==> src/rtl/add_seq_pkg.sv <==
// rtl/add_seq_pkg.sv - shared encodings for the time-shared 16-bit adder sequencer
package add_seq_pkg;

    localparam logic [1:0] OP_ADD = 2'b00;
    localparam logic [1:0] OP_SUB = 2'b01;
    localparam logic [1:0] OP_MUL = 2'b10;
    localparam logic [1:0] OP_RSV = 2'b11;

    localparam int MUL_ITER = 16;

    typedef enum logic [2:0] {
        S_IDLE = 3'd0,
        S_LO   = 3'd1,
        S_HI   = 3'd2,
        S_MUL  = 3'd3,
        S_DONE = 3'd4
    } state_t;

endpackage

==> src/rtl/add16_seq_ctrl.sv <==
// rtl/add16_seq_ctrl.sv - multicycle ADD32/SUB32/MULU16 sequencer around one external W-bit adder
module add16_seq_ctrl
    import add_seq_pkg::*;
#(
    parameter int W = 16
) (
    input  logic           clk,
    input  logic           rst,
    input  logic           start,
    input  logic [1:0]     op,
    input  logic [2*W-1:0] a,
    input  logic [2*W-1:0] b,
    output logic           busy,
    output logic           done,
    output logic [2*W-1:0] result,
    output logic           carry,
    output logic [W-1:0]   add_a,
    output logic [W-1:0]   add_b,
    output logic           add_cin,
    input  logic [W-1:0]   add_s,
    input  logic           add_cout
);

    localparam int CW = $clog2(MUL_ITER);
    localparam logic [CW-1:0] LAST = CW'(MUL_ITER - 1);

    state_t          state, next_state;
    logic [1:0]      op_r;
    logic [2*W-1:0]  a_r, b_r;
    logic [W-1:0]    lo_reg;
    logic            c_reg;
    logic [W-1:0]    ph, pl;
    logic [CW-1:0]   count;
    logic            accept;
    logic            is_sub;

    assign is_sub = (op_r == OP_SUB);

    always_ff @(posedge clk or posedge rst) begin
        if (rst) begin
            state <= S_IDLE;
        end else begin
            state <= next_state;
        end
    end

    always_comb begin
        next_state = state;
        accept     = 1'b0;
        add_a      = '0;
        add_b      = '0;
        add_cin    = 1'b0;
        busy       = 1'b0;
        done       = 1'b0;
        case (state)
            S_IDLE, S_DONE: begin
                done       = (state == S_DONE);
                accept     = start;
                next_state = S_IDLE;
                if (start) begin
                    case (op)
                        OP_ADD, OP_SUB: next_state = S_LO;
                        OP_MUL:         next_state = S_MUL;
                        default:        next_state = S_DONE;
                    endcase
                end
            end
            S_LO: begin
                busy       = 1'b1;
                add_a      = a_r[W-1:0];
                add_b      = is_sub ? ~b_r[W-1:0] : b_r[W-1:0];
                add_cin    = is_sub;
                next_state = S_HI;
            end
            S_HI: begin
                busy       = 1'b1;
                add_a      = a_r[2*W-1:W];
                add_b      = is_sub ? ~b_r[2*W-1:W] : b_r[2*W-1:W];
                add_cin    = c_reg;
                next_state = S_DONE;
            end
            S_MUL: begin
                busy       = 1'b1;
                add_a      = ph;
                add_b      = pl[0] ? b_r[W-1:0] : '0;
                if (count == LAST) begin
                    next_state = S_DONE;
                end
            end
            default: next_state = S_IDLE;
        endcase
    end

    // Shift-add multiply: the adder output and carry shift down into ph, ph's LSB into pl
    always_ff @(posedge clk or posedge rst) begin
        if (rst) begin
            op_r   <= '0;
            a_r    <= '0;
            b_r    <= '0;
            lo_reg <= '0;
            c_reg  <= 1'b0;
            ph     <= '0;
            pl     <= '0;
            count  <= '0;
            result <= '0;
            carry  <= 1'b0;
        end else if (accept) begin
            op_r  <= op;
            a_r   <= a;
            b_r   <= b;
            ph    <= '0;
            pl    <= a[W-1:0];
            count <= '0;
            if (op == OP_RSV) begin
                result <= '0;
                carry  <= 1'b0;
            end
        end else begin
            case (state)
                S_LO: begin
                    lo_reg <= add_s;
                    c_reg  <= add_cout;
                end
                S_HI: begin
                    result <= {add_s, lo_reg};
                    carry  <= add_cout;
                end
                S_MUL: begin
                    ph    <= {add_cout, add_s[W-1:1]};
                    pl    <= {add_s[0], pl[W-1:1]};
                    count <= count + 1'b1;
                    if (count == LAST) begin
                        result <= {add_cout, add_s, pl[W-1:1]};
                        carry  <= 1'b0;
                    end
                end
                default: ;
            endcase
        end
    end

endmodule

==> config.mk <==
export PLATFORM = sky130hd
export DESIGN_NAME = add16_seq_ctrl
export DESIGN_NICKNAME = d
export VERILOG_FILES = /design/src/rtl/add_seq_pkg.sv /design/src/rtl/add16_seq_ctrl.sv
export SDC_FILE = /design/constraint.sdc
export NUM_CORES = 1
export LEC_CHECK = 0
export ABC_AREA = 1
export CAP_MARGIN = 20
export CORE_MARGIN = 1
export CORE_UTILIZATION = 55
export DETAILED_ROUTE_END_ITERATION = 6
export GPL_TIMING_DRIVEN = 0
export PLACE_DENSITY = 0.85
export SLEW_MARGIN = 40
export SYNTH_ARGS = -nofsm -noshare
export SYNTH_HDL_FRONTEND = slang
export SYNTH_SLANG_ARGS = --single-unit
==> constraint.sdc <==
create_clock -name clk -period 9.05 [get_ports clk]
set_clock_uncertainty 0.2 [all_clocks]
set_input_delay 1.81 -clock clk [delete_from_list [all_inputs] [get_ports clk]]
set_output_delay 1.81 -clock clk [all_outputs]
set_load 0.02 [all_outputs]
==> metrics.md, run 1 <==
| Metric | Value |
|---|---|
| Final period util | `0.5655` |
| Initial core utilization | `0.5729` |
| DP Area | `9156 µm²` |
| Maximum capacitance violations | `0` |
| H-Tree Depth | `4` |
| # resized after CTS | `0` |
| Largest fanout on the critical path | `10` |
| Pre-CTS setup slack | `4567 ps` |
| GPL Wtd Cong | `between 0.9 and 1` |
| Post-CTS setup buffers | `0` |
| CP Class | `flop to primary output` |
| Post-route ant nets | `0` |
| Final Slew Violations | `0` |
| Failing checks | `design-rule violations` |
| Number of clock sinks | `~160` |
| Design area | `between 9000 and 10,000 µm²` |
| Setup TNS Final | `0 ps` |
| I/O Buffers | `~150` |
| Flops & latches, synth | `155` |
| Worst VDD drop | `224.3 µV` |
| Synth Net Count | `about 1,100` |
| DR iter-0 viols | `962` |
| Post-synth EDFFs | `0` |
| Register area share after synthesis | `0.5279` |
| Pwr per Cell Area | `~350 nW/µm²` |
| CP startpoint kind | `flop` |
| GRT Resource Usage Total | `0.3385` |
| Number of CTS-inserted buffers | `17` |
| Vias in the first global route | `7,208` |
| Mapped Cells | `between 900 and 1,000` |
| Status | `finished, violations left` |
| Synth-to-Final Area Change | `32.51%` |
| Hold WS | `between 200 and 300 ps` |
| CTS tree | `built` |
| CP arrival | `3110 ps` |
| Crit path cell chain | `inv_1 > nand2_1 > nor2_1 > clkbuf_1 > nand2_1 > o221ai_1 > clkdlybuf4s50_1` |
| Routed length per instance | `17.01 µm` |
| Via-to-Cell Ratio | `5.626` |
| Die ar. | `between 10,000 and 15,000 µm²` |
| RSZ-0062 raised after global routing | `false` |
| CP endpoint kind | `primary output` |
| Final WL | `22.69 mm` |
| Largest regs | `a_r (32), b_r (32), result (32)` |
| Die width | `117.6 µm` |
| Hold depth | `2` |
| Longest Clk Path Bufs | `2` |
| Placed Cells incl. Taps | `roughly 1,300` |
| Leak Pwr | `4.889 nW` |
| Nets | `1,236` |
| Worst-margin pin slew | `613.3 ps` |
| Fin cells | `1,334` |
| Max stage delay on crit path | `650 ps` |
| Synth cell types | `18` |
| Post-route setup slack | `a little under 4000 ps` |
| Clk_lat worst skew | `420 ps` |
| Main synth FF type | `dfrtp_1` |
| Most used cell, CP | `nand2_1` |
| HP Class | `flop to flop` |
| Slowest CP cell | `clkdlybuf4s50_1` |
| # hold bufs at CTS | `0` |
| Layout cells sized above 1 | `0.05938` |
| R2R depth | `6` |
| Die H | `between 100 and 150 µm` |
| Warnings, synthesis | `0` |
| Clock root cell | `clkbuf_16` |
| Worst path required time | `7040 ps` |
| Antenna cell count | `0` |
| Max Clk Rate | `approximately 200 MHz` |
| Initial antenna violation count | `0` |
| Final min period | `a little over 5000 ps` |
| Total number of vias | `7,505` |
| Max_slew headroom | `0.5912` |
| Mapped cell area | `7347 µm²` |
| Largest net degree at the start of global routing | `76` |
| First-pass GRT wire length | `36.11 mm` |
| # setup viols final | `0` |
| Std-Cell Rows | `41` |
| Drc violations | `7` |
| Hold Violations, Final | `0` |
| Ys async rst share | `1.000` |
| Reg clk slew, reported paths | `60 ps` |
| Core ar. | `12,820 µm²` |
| Global route overflow | `0` |
| Mean Syn Cell Area | `approximately 7.5 µm²` |
| I/O pins | `154` |
| Drt pass-1 iters | `7` |
| DP Wirelength | `16.10 mm` |
[logic make-up (layout without fill, tap and decap cells)]
kind of cell | Yosys count | in the layout | share of synthesized area
buffers and inverters | 142 | 329 | 0.07970
AOI/OAI and AO/OA | 93 | 93 | 0.07067
and+or+nand+nor | 584 | 584 | 0.3200
adders and majority gates | 1 | 1 | 0.001703
DFF | 155 | 155 | 0.5279
[layout by cell type, fill, tap and decap left out, types with 2 or more instances in the layout]
cell / instances
nand2_1: 434
dfrtp_1: 155
clkdlybuf4s50_1: 153
nand3_1: 119
inv_1: 82
o21ai_0: 75
nor2_1: 27
buf_2: 27
clkbuf_1: 25
clkbuf_16: 17
o221ai_1: 11
buf_4: 5
o31ai_1: 5
buf_1: 4
clkinv_2: 4
clkinvlp_4: 4
or2_2: 2
clkbuf_8: 2
bufinv_16: 2
buf_16: 2
[through the flow]
step | utilization | power, mW
detailed placement | 0.7140 | 2.657
global placement | 0.7091 | 2.603
floorplan | - | 2.051
finish | 0.7591 | 3.410
CTS | 0.7591 | 3.386
global route | 0.7591 | 3.607
[area by class of cell]
| class | count | area (µm²) |
|---|---|---|
| Fill cell | 913 | 3089 |
| Inverter | 83 | 319.1 |
| Clock buffer | 21 | 460.4 |
| Clock inverter | 11 | 118.9 |
| Multi-Input combinational cell | 678 | 2883 |
| Sequential cell | 155 | 3879 |
| Timing Repair Buffer | 155 | 1587 |
| Tap cell | 172 | 215.2 |
| Buffer | 59 | 274.0 |
[per-layer routing]
layer,wire (µm),track usage,share of wire
met5,0,0,0
met4,982,0.1683,0.043
met3,2222,0.07171,0.098
met1,9240,0.4585,0.41
met2,10240,0.5181,0.45
[cell usage after synthesis (2+ instances only)]
cell type  number  share of area
buf_4           5         0.0051
buf_2          27          0.018
buf_1           4         0.0020
inv_1          83          0.042
or2_2           2         0.0017
nor2_1         27          0.014
clkbuf_1       23          0.012
nand3_1       119          0.081
o31ai_1         5         0.0051
dfrtp_1       155           0.53
o21ai_0        75          0.051
nand2_1       434           0.22
o221ai_1       11          0.013
[path summary, 6_finish.rpt]
| check | start | to | slack [ps] |
|---|---|---|---|
| setup / recovery | state[2]$_DFFE_PP0P_ | add_a[15] | 3930 |
| hold / removal | result[24]$_DFFE_PP0P_ | result[24]$_DFFE_PP0P_ | 280 |
| setup reg to reg | state[0]$_DFFE_PP0P_ | b_r[20]$_DFFE_PP0P_ | 7010 |
| hold reg to reg | result[24]$_DFFE_PP0P_ | result[24]$_DFFE_PP0P_ | 280 |
| max in group asynchronous | rst | result[14]$_DFFE_PP0P_ | 6250 |
| min in group asynchronous | rst | result[9]$_DFFE_PP0P_ | 1470 |
[report_power, final]
part           internal, mW  switching [mW]  total (mW)
Combinational         0.570           0.955        1.53
Clock                 0.419           0.289       0.708
Sequential             1.00           0.176        1.18
[worst max-delay path, delay by kind of cell (launching register included)]
kind | cells | cell delay (ps)
AO/OA/AOI/OAI | 1 | 150
buffers and inverters | 3 | 1320
flip-flops | 1 | 430
AND/OR/NAND/NOR | 3 | 780
No activity file was read; power rests on OpenSTA's default activity.
==> run 2: changes to the inputs <==
--- a/config.mk
+++ b/config.mk
@@ -8,10 +8,10 @@
 export ABC_AREA = 1
 export CAP_MARGIN = 20
 export CORE_MARGIN = 1
-export CORE_UTILIZATION = 55
+export CORE_UTILIZATION = 51
 export DETAILED_ROUTE_END_ITERATION = 6
 export GPL_TIMING_DRIVEN = 0
-export PLACE_DENSITY = 0.85
+export PLACE_DENSITY = 0.8
 export SLEW_MARGIN = 40
 export SYNTH_ARGS = -nofsm -noshare
 export SYNTH_HDL_FRONTEND = slang
==> constraint.sdc (replaced) <==
create_clock -name clk -period 5.2 [get_ports clk]
set_clock_uncertainty 0.2 [all_clocks]
set_input_delay 1.04 -clock clk [delete_from_list [all_inputs] [get_ports clk]]
set_output_delay 1.04 -clock clk [all_outputs]
set_load 0.02 [all_outputs]
==> run 2 against run 1 <==
  * The run now ends clean
  * Hold slack worse by 0.96 ps
  * Count of clock-buffer cells in the layout up 2
  * Sequential power up 73%
  * Critical path depth unchanged
  * Non-clock buffer count up 5
  * Clock power up 69%
  * Cell count up 0.97%
  * Register-to-register slack worse by 3800 ps
  * Global-route usage down 1.3 points
  * Sequential share of layout area down 0.46 points
  * Sequential cell count unchanged
  * Critical path type unchanged
  * Critical endpoint is now add_a[8]
  * Highest routed layer unchanged
==> metrics.md, run 2 (same netlist as run 1, synthesis figures left out) <==
| Metric | Value |
|---|---|
| Status | `complete, no violations` |
| Die H | `122.0 µm` |
| HP Class | `flop to flop` |
| # hold bufs at CTS | `0` |
| Post-CTS setup buffers | `0` |
| GRT Resource Usage Total | `0.3250` |
| Util after Layout | `0.7041` |
| Total number of vias | `7,304` |
| Layout cells sized above 1 | `0.06255` |
| Routed length per instance | `16.91 µm` |
| First-pass GRT wire length | `35.96 mm` |
| Pwr per Cell Area | `between 500 and 600 nW/µm²` |
| Worst VDD drop | `368.4 µV` |
| Antenna cell count | `0` |
| Core ar. | `13,990 µm²` |
| Clock root cell | `clkbuf_16` |
| Std-Cell Rows | `43` |
| Final WL | `22.78 mm` |
| # setup viols final | `0` |
| Hold WS | `280.1 ps` |
| Largest regs | `a_r (32), b_r (32), result (32)` |
| CP Class | `flop to primary output` |
| Final Slew Violations | `0` |
| Hold Violations, Final | `0` |
| Register-to-register setup slack | `3190 ps` |
| Setup TNS Final | `0 ps` |
| DP Wirelength | `16.79 mm` |
| GPL Wtd Cong | `just over 0.9` |
| Longest Clk Path Bufs | `2` |
| Crit path cell chain | `inv_1 > nand2_1 > nor2_1 > clkbuf_1 > nand2_1 > o221ai_1 > clkdlybuf4s50_1` |
| Via-to-Cell Ratio | `5.422` |
| Die ar. | `14,890 µm²` |
| Largest fanout on the critical path | `10` |
| Tot Pwr | `about 5.9 mW` |
| Synth-to-Final Area Change | `34.06%` |
| Nets | `1,241` |
| Post-route ant nets | `0` |
| Clk_lat worst skew | `430 ps` |
| Final min period | `4288 ps` |
| Max stage delay on crit path | `670 ps` |
| Reg clk slew, reported paths | `60 ps` |
| Worst path required time | `between 3000 and 4000 ps` |
| Largest net degree at the start of global routing | `24` |
| R2R depth | `6` |
| Die width | `122.0 µm` |
| Hold depth | `2` |
| Initial antenna violation count | `0` |
| Leak Pwr | `4.938 nW` |
| Most used cell, CP | `nand2_1` |
| Max Clk Rate | `233.2 MHz` |
| Final period util | `0.8246` |
| Global route overflow | `0` |
| Commonest non-fill, non-tap cell in the layout | `nand2_1` |
| Vias in the first global route | `7,082` |
| Initial core utilization | `0.5252` |
| CP endpoint kind | `primary output` |
| Number of clock sinks | `between 150 and 200` |
| Max_slew headroom | `0.5754` |
| Maximum capacitance violations | `0` |
| CP arrival | `a little over 3000 ps` |
| Most frequent cells in the layout | `nand2_1, dfrtp_1, clkdlybuf4s50_1, nand3_1, inv_1` |
| Drc violations | `0` |
| Worst-margin pin slew | `634.5 ps` |
| # resized after CTS | `0` |
| I/O pins | `154` |
| DR iter-0 viols | `774` |
| Slowest CP cell | `clkdlybuf4s50_1` |
| Number of CTS-inserted buffers | `17` |
| Drt pass-1 iters | `6` |
| CP startpoint kind | `flop` |
| I/O Buffers | `about 150` |
| RSZ-0062 raised after global routing | `false` |
| CTS tree | `built` |
| Fill count | `1,118` |
| H-Tree Depth | `4` |
run 2: cell types whose count changed in the layout (fill, tap and decap cells not counted), sizes merged:
| cell | previous run | this run |
|---|---|---|
| buf | 38 | 43 |
| clkinvlp | 4 | 3 |
| clkbuf | 44 | 46 |
| bufinv | 2 | 1 |
run 2: path summary, 6_finish.rpt:
| kind | start | end |
|---|---|---|
| min | result[19]$_DFFE_PP0P_ | result[19]$_DFFE_PP0P_ |
| min in group asynchronous | rst | b_r[25]$_DFFE_PP0P_ |
| max | state[2]$_DFFE_PP0P_ | add_a[8] |
| min reg2reg | result[19]$_DFFE_PP0P_ | result[19]$_DFFE_PP0P_ |
| max reg2reg | state[0]$_DFFE_PP0P_ | b_r[6]$_DFFE_PP0P_ |
| max in group asynchronous | rst | result[16]$_DFFE_PP0P_ |
run 2: critical path: cells and delay by family (launching register included):
family	cells	cell delay, ps
compound gates	1	170
simple gates	3	750
flops	1	420
buf+inv	3	1260
run 2: layer usage:
layer / up-vias / track usage / wire, µm
li1: 3428 / - / -
met5: - / 0 / 0
met3: 54 / 0.08099 / 2187
met4: 0 / 0.1273 / 695
met1: 3431 / 0.4456 / 9523
met2: 391 / 0.4954 / 10370
run 2: final cells by class:
class                           instances  area, µm²  area share
Clock buffer                           23      478.0     0.04853
Multi-Input combinational cell        678       2883      0.2927
Timing Repair Buffer                  160       1709      0.1735
Clock inverter                          9      86.33    0.008765
Inverter                               83      315.3     0.03201
Sequential cell                       155       3879      0.3938
Tap cell                              180      225.2     0.02287
Buffer                                 59      274.0     0.02782
run 2: per-stage QoR:
| stage | std cells | instance area [µm²] | setup WS [ps] |
|---|---|---|---|
| after global placement | 1308 | 9107 | 678.7 |
| after global routing | 1347 | 9849 | 766.7 |
| after detailed placement | 1315 | 9285 | 1449 |
| final | 1347 | 9849 | 912.0 |
| after floorplan | 975 | 7351 | 2001 |
| after CTS | 1347 | 9849 | 962.3 |
run 2: report_power, final:
group          switching [mW]  internal (mW)
registers               0.293           1.74
logic                    1.66           1.00
clock network           0.500          0.698
==> run 3: changes to the inputs <==
--- a/config.mk
+++ b/config.mk
@@ -8,10 +8,10 @@
 export ABC_AREA = 1
 export CAP_MARGIN = 20
 export CORE_MARGIN = 1
-export CORE_UTILIZATION = 51
+export CORE_UTILIZATION = 46
 export DETAILED_ROUTE_END_ITERATION = 6
 export GPL_TIMING_DRIVEN = 0
-export PLACE_DENSITY = 0.8
+export PLACE_DENSITY = 0.76
 export SLEW_MARGIN = 40
 export SYNTH_ARGS = -nofsm -noshare
 export SYNTH_HDL_FRONTEND = slang
==> constraint.sdc (replaced) <==
create_clock -name clk -period 3.6 [get_ports clk]
set_clock_uncertainty 0.2 [all_clocks]
set_input_delay 0.72 -clock clk [delete_from_list [all_inputs] [get_ports clk]]
set_output_delay 0.72 -clock clk [all_outputs]
set_load 0.02 [all_outputs]
==> run 3 against run 2 <==
  * Non-clock buffer count decreased by 1
  * Cell count increased by 2.2%
  * Sequential power increased by 45%
  * First-iteration DRC count increased by 16%
  * Die area increased by 11%
  * Sequential share of layout area decreased by 0.54 points
  * Combinational power increased by 45%
  * Utilization decreased by 5.4 points
  * Critical path depth unchanged
  * Cell area increased by 1.4%
  * Clock power increased by 63%
==> metrics.md, run 3 (same netlist as run 1, synthesis figures left out) <==
| Metric | Value |
|---|---|
| Leak Pwr | `~5.0 nW` |
| Final Slew Violations | `0` |
| Antenna cell count | `0` |
| Initial antenna violation count | `0` |
| Final min period | `3511 ps` |
| Total number of vias | `7,341` |
| Vias in the first global route | `7,098` |
| CTS tree | `built` |
| Hold Violations, Final | `0` |
| Post-CTS setup buffers | `0` |
| Worst-margin pin slew | `between 600 and 700 ps` |
| Clock root cell | `clkbuf_16` |
| Critical path buffer and inverter count | `3` |
| Most frequent cells in the layout | `nand2_1, dfrtp_1, clkdlybuf4s50_1, nand3_1, inv_1` |
| HP Class | `flop to flop` |
| Fill count | `1,263` |
| Commonest non-fill, non-tap cell in the layout | `nand2_1` |
| Final period util | `0.9754` |
| Worst path required time | `2680 ps` |
| Global route overflow | `0` |
| I/O pins | `154` |
| Register-to-register setup slack | `1570 ps` |
| CP Class | `flop to primary output` |
| Via-to-Cell Ratio | `5.331` |
| Initial core utilization | `0.4780` |
| Nets | `1,240` |
| Setup TNS Final | `0 ps` |
| Largest fanout on the critical path | `10` |
| Share of total power in combinational logic | `0.440` |
| Reg clk slew, reported paths | `about 60 ps` |
| DR iter-0 viols | `897` |
| I/O Buffers | `153` |
| CP arrival | `2590 ps` |
| Drc violations | `0` |
| Longest Clk Path Bufs | `2` |
| Synth-to-Final Area Change | `35.93%` |
| Most used cell, CP | `nand3_1` |
| Sequential power share | `0.337` |
| Number of CTS-inserted buffers | `17` |
| H-Tree Depth | `4` |
| Core ar. | `15,370 µm²` |
| Number of clock sinks | `155` |
| Status | `complete, no violations` |
| Layout cells sized above 1 | `0.07033` |
| Max stage delay on crit path | `610 ps` |
| Placed Cells incl. Taps | `1,346` |
| # setup viols final | `0` |
| Crit path cell chain | `nand2_1 > nor2_2 > clkbuf_4 > buf_2 > nand3_1 > nand3_1 > clkdlybuf4s50_1` |
| Drt pass-1 iters | `6` |
| P_int | `slightly above 5 mW` |
| Largest net degree at the start of global routing | `27` |
| Switch share | `0.4107` |
| Worst VDD drop | `a little under 500 µV` |
| CP endpoint kind | `primary output` |
| Final WL | `23.39 mm` |
| Clk_lat worst skew | `440 ps` |
| Fin cells | `1,377` |
| Routed length per instance | `16.98 µm` |
| Max_slew headroom | `0.5947` |
| Die ar. | `16,480 µm²` |
| # hold bufs at CTS | `0` |
| Max Clk Rate | `284.8 MHz` |
| Post-route ant nets | `0` |
| Maximum capacitance violations | `0` |
| Pwr per Cell Area | `878.8 nW/µm²` |
| GRT Resource Usage Total | `0.2981` |
| Std-Cell Rows | `45` |
| First-pass GRT wire length | `~37 mm` |
| GPL Wtd Cong | `~0.89` |
| Slowest CP cell | `clkdlybuf4s50_1` |
| Die width | `between 100 and 150 µm` |
| Clock Power Share | `0.223` |
| Largest regs | `a_r (32), b_r (32), result (32)` |
| CP startpoint kind | `flop` |
| Crit path max-delay family | `buffers and inverters` |
| Die H | `128.4 µm` |
| DP Wirelength | `17.17 mm` |
| NetSw | `3.604 mW` |
-- run 3: cell count changes in the layout (fill, tap and decap cells not counted), moves of 2 or more --
cell | previous run | this run
clkinv_2 | 3 | 1
clkbuf_4 | 0 | 3
bufinv_16 | 1 | 4
clkbuf_1 | 26 | 20
clkinv_4 | 1 | 4
nor2_1 | 27 | 25
-- run 3: metrics by stage --
stage | utilization | total power, mW | hold WS, ps | instance area (µm²) | setup slack (ps)
floorplan | - | 5.157 | 249.2 | 7351 | 721.1
global placement | 0.5950 | 6.589 | 262.4 | 9146 | -623.3
detailed placement | 0.6061 | 6.726 | 264.6 | 9316 | 244.5
CTS | 0.6484 | 8.725 | 284.4 | 9966 | 33.76
global route | 0.6497 | 9.305 | 293.9 | 9987 | -9.148
finish | 0.6497 | 8.777 | 281.4 | 9987 | 88.67
-- run 3: layout make-up --
type                            instances  area (µm²)  area share
Sequential cell                       155        3879      0.3884
Multi-Input combinational cell        678        2899      0.2903
Timing Repair Buffer                  160        1704      0.1706
Clock buffer                           19       452.9     0.04535
Inverter                               83       315.3     0.03157
Buffer                                 58       281.5     0.02819
Tap cell                              211       264.0     0.02643
Clock inverter                         13       191.4     0.01917
-- run 3: what timing repair did --
item / 4_1_cts / 5_1_grt
gates resized for setup: 3 / 10
cloned: 0 / 0
endpoints found under the setup margin: 20 / 32
-- run 3: path summary, 6_finish.rpt --
| check | to | startpoint | depth (start not counted) |
|---|---|---|---|
| setup / recovery | add_b[15] | state[0]$_DFFE_PP0P_ | 7 |
| hold / removal | result[11]$_DFFE_PP0P_ | result[11]$_DFFE_PP0P_ | 2 |
| setup reg to reg | b_r[15]$_DFFE_PP0P_ | state[0]$_DFFE_PP0P_ | 6 |
| hold reg to reg | result[11]$_DFFE_PP0P_ | result[11]$_DFFE_PP0P_ | 2 |
| max in group asynchronous | a_r[22]$_DFFE_PP0P_ | rst | 7 |
| min in group asynchronous | b_r[8]$_DFFE_PP0P_ | rst | 2 |
-- run 3: tightest hold or removal path: stages, from the launching register on --
cell and delay (ps):
dfrtp_1 340, nand2_1 60, nand2_1 60
-- run 3: power groups by stage --
stage	Clock [mW]	Combinational, mW	Sequential [mW]
2_1_floorplan	0	2.12	3.04
3_3_place_gp	0	3.67	2.92
3_5_place_dp	0	3.78	2.95
4_1_cts	1.96	3.82	2.94
5_1_grt	2.04	4.23	3.03
6_report	1.96	3.86	2.95
-- run 3: per-layer routing --
layer,up-vias,GRT usage,part of all wire
met3,78,0.06195,0.089
met2,400,0.4483,0.45
li1,3426,-,-
met1,3437,0.4155,0.42
met5,-,0,0
met4,0,0.1377,0.039
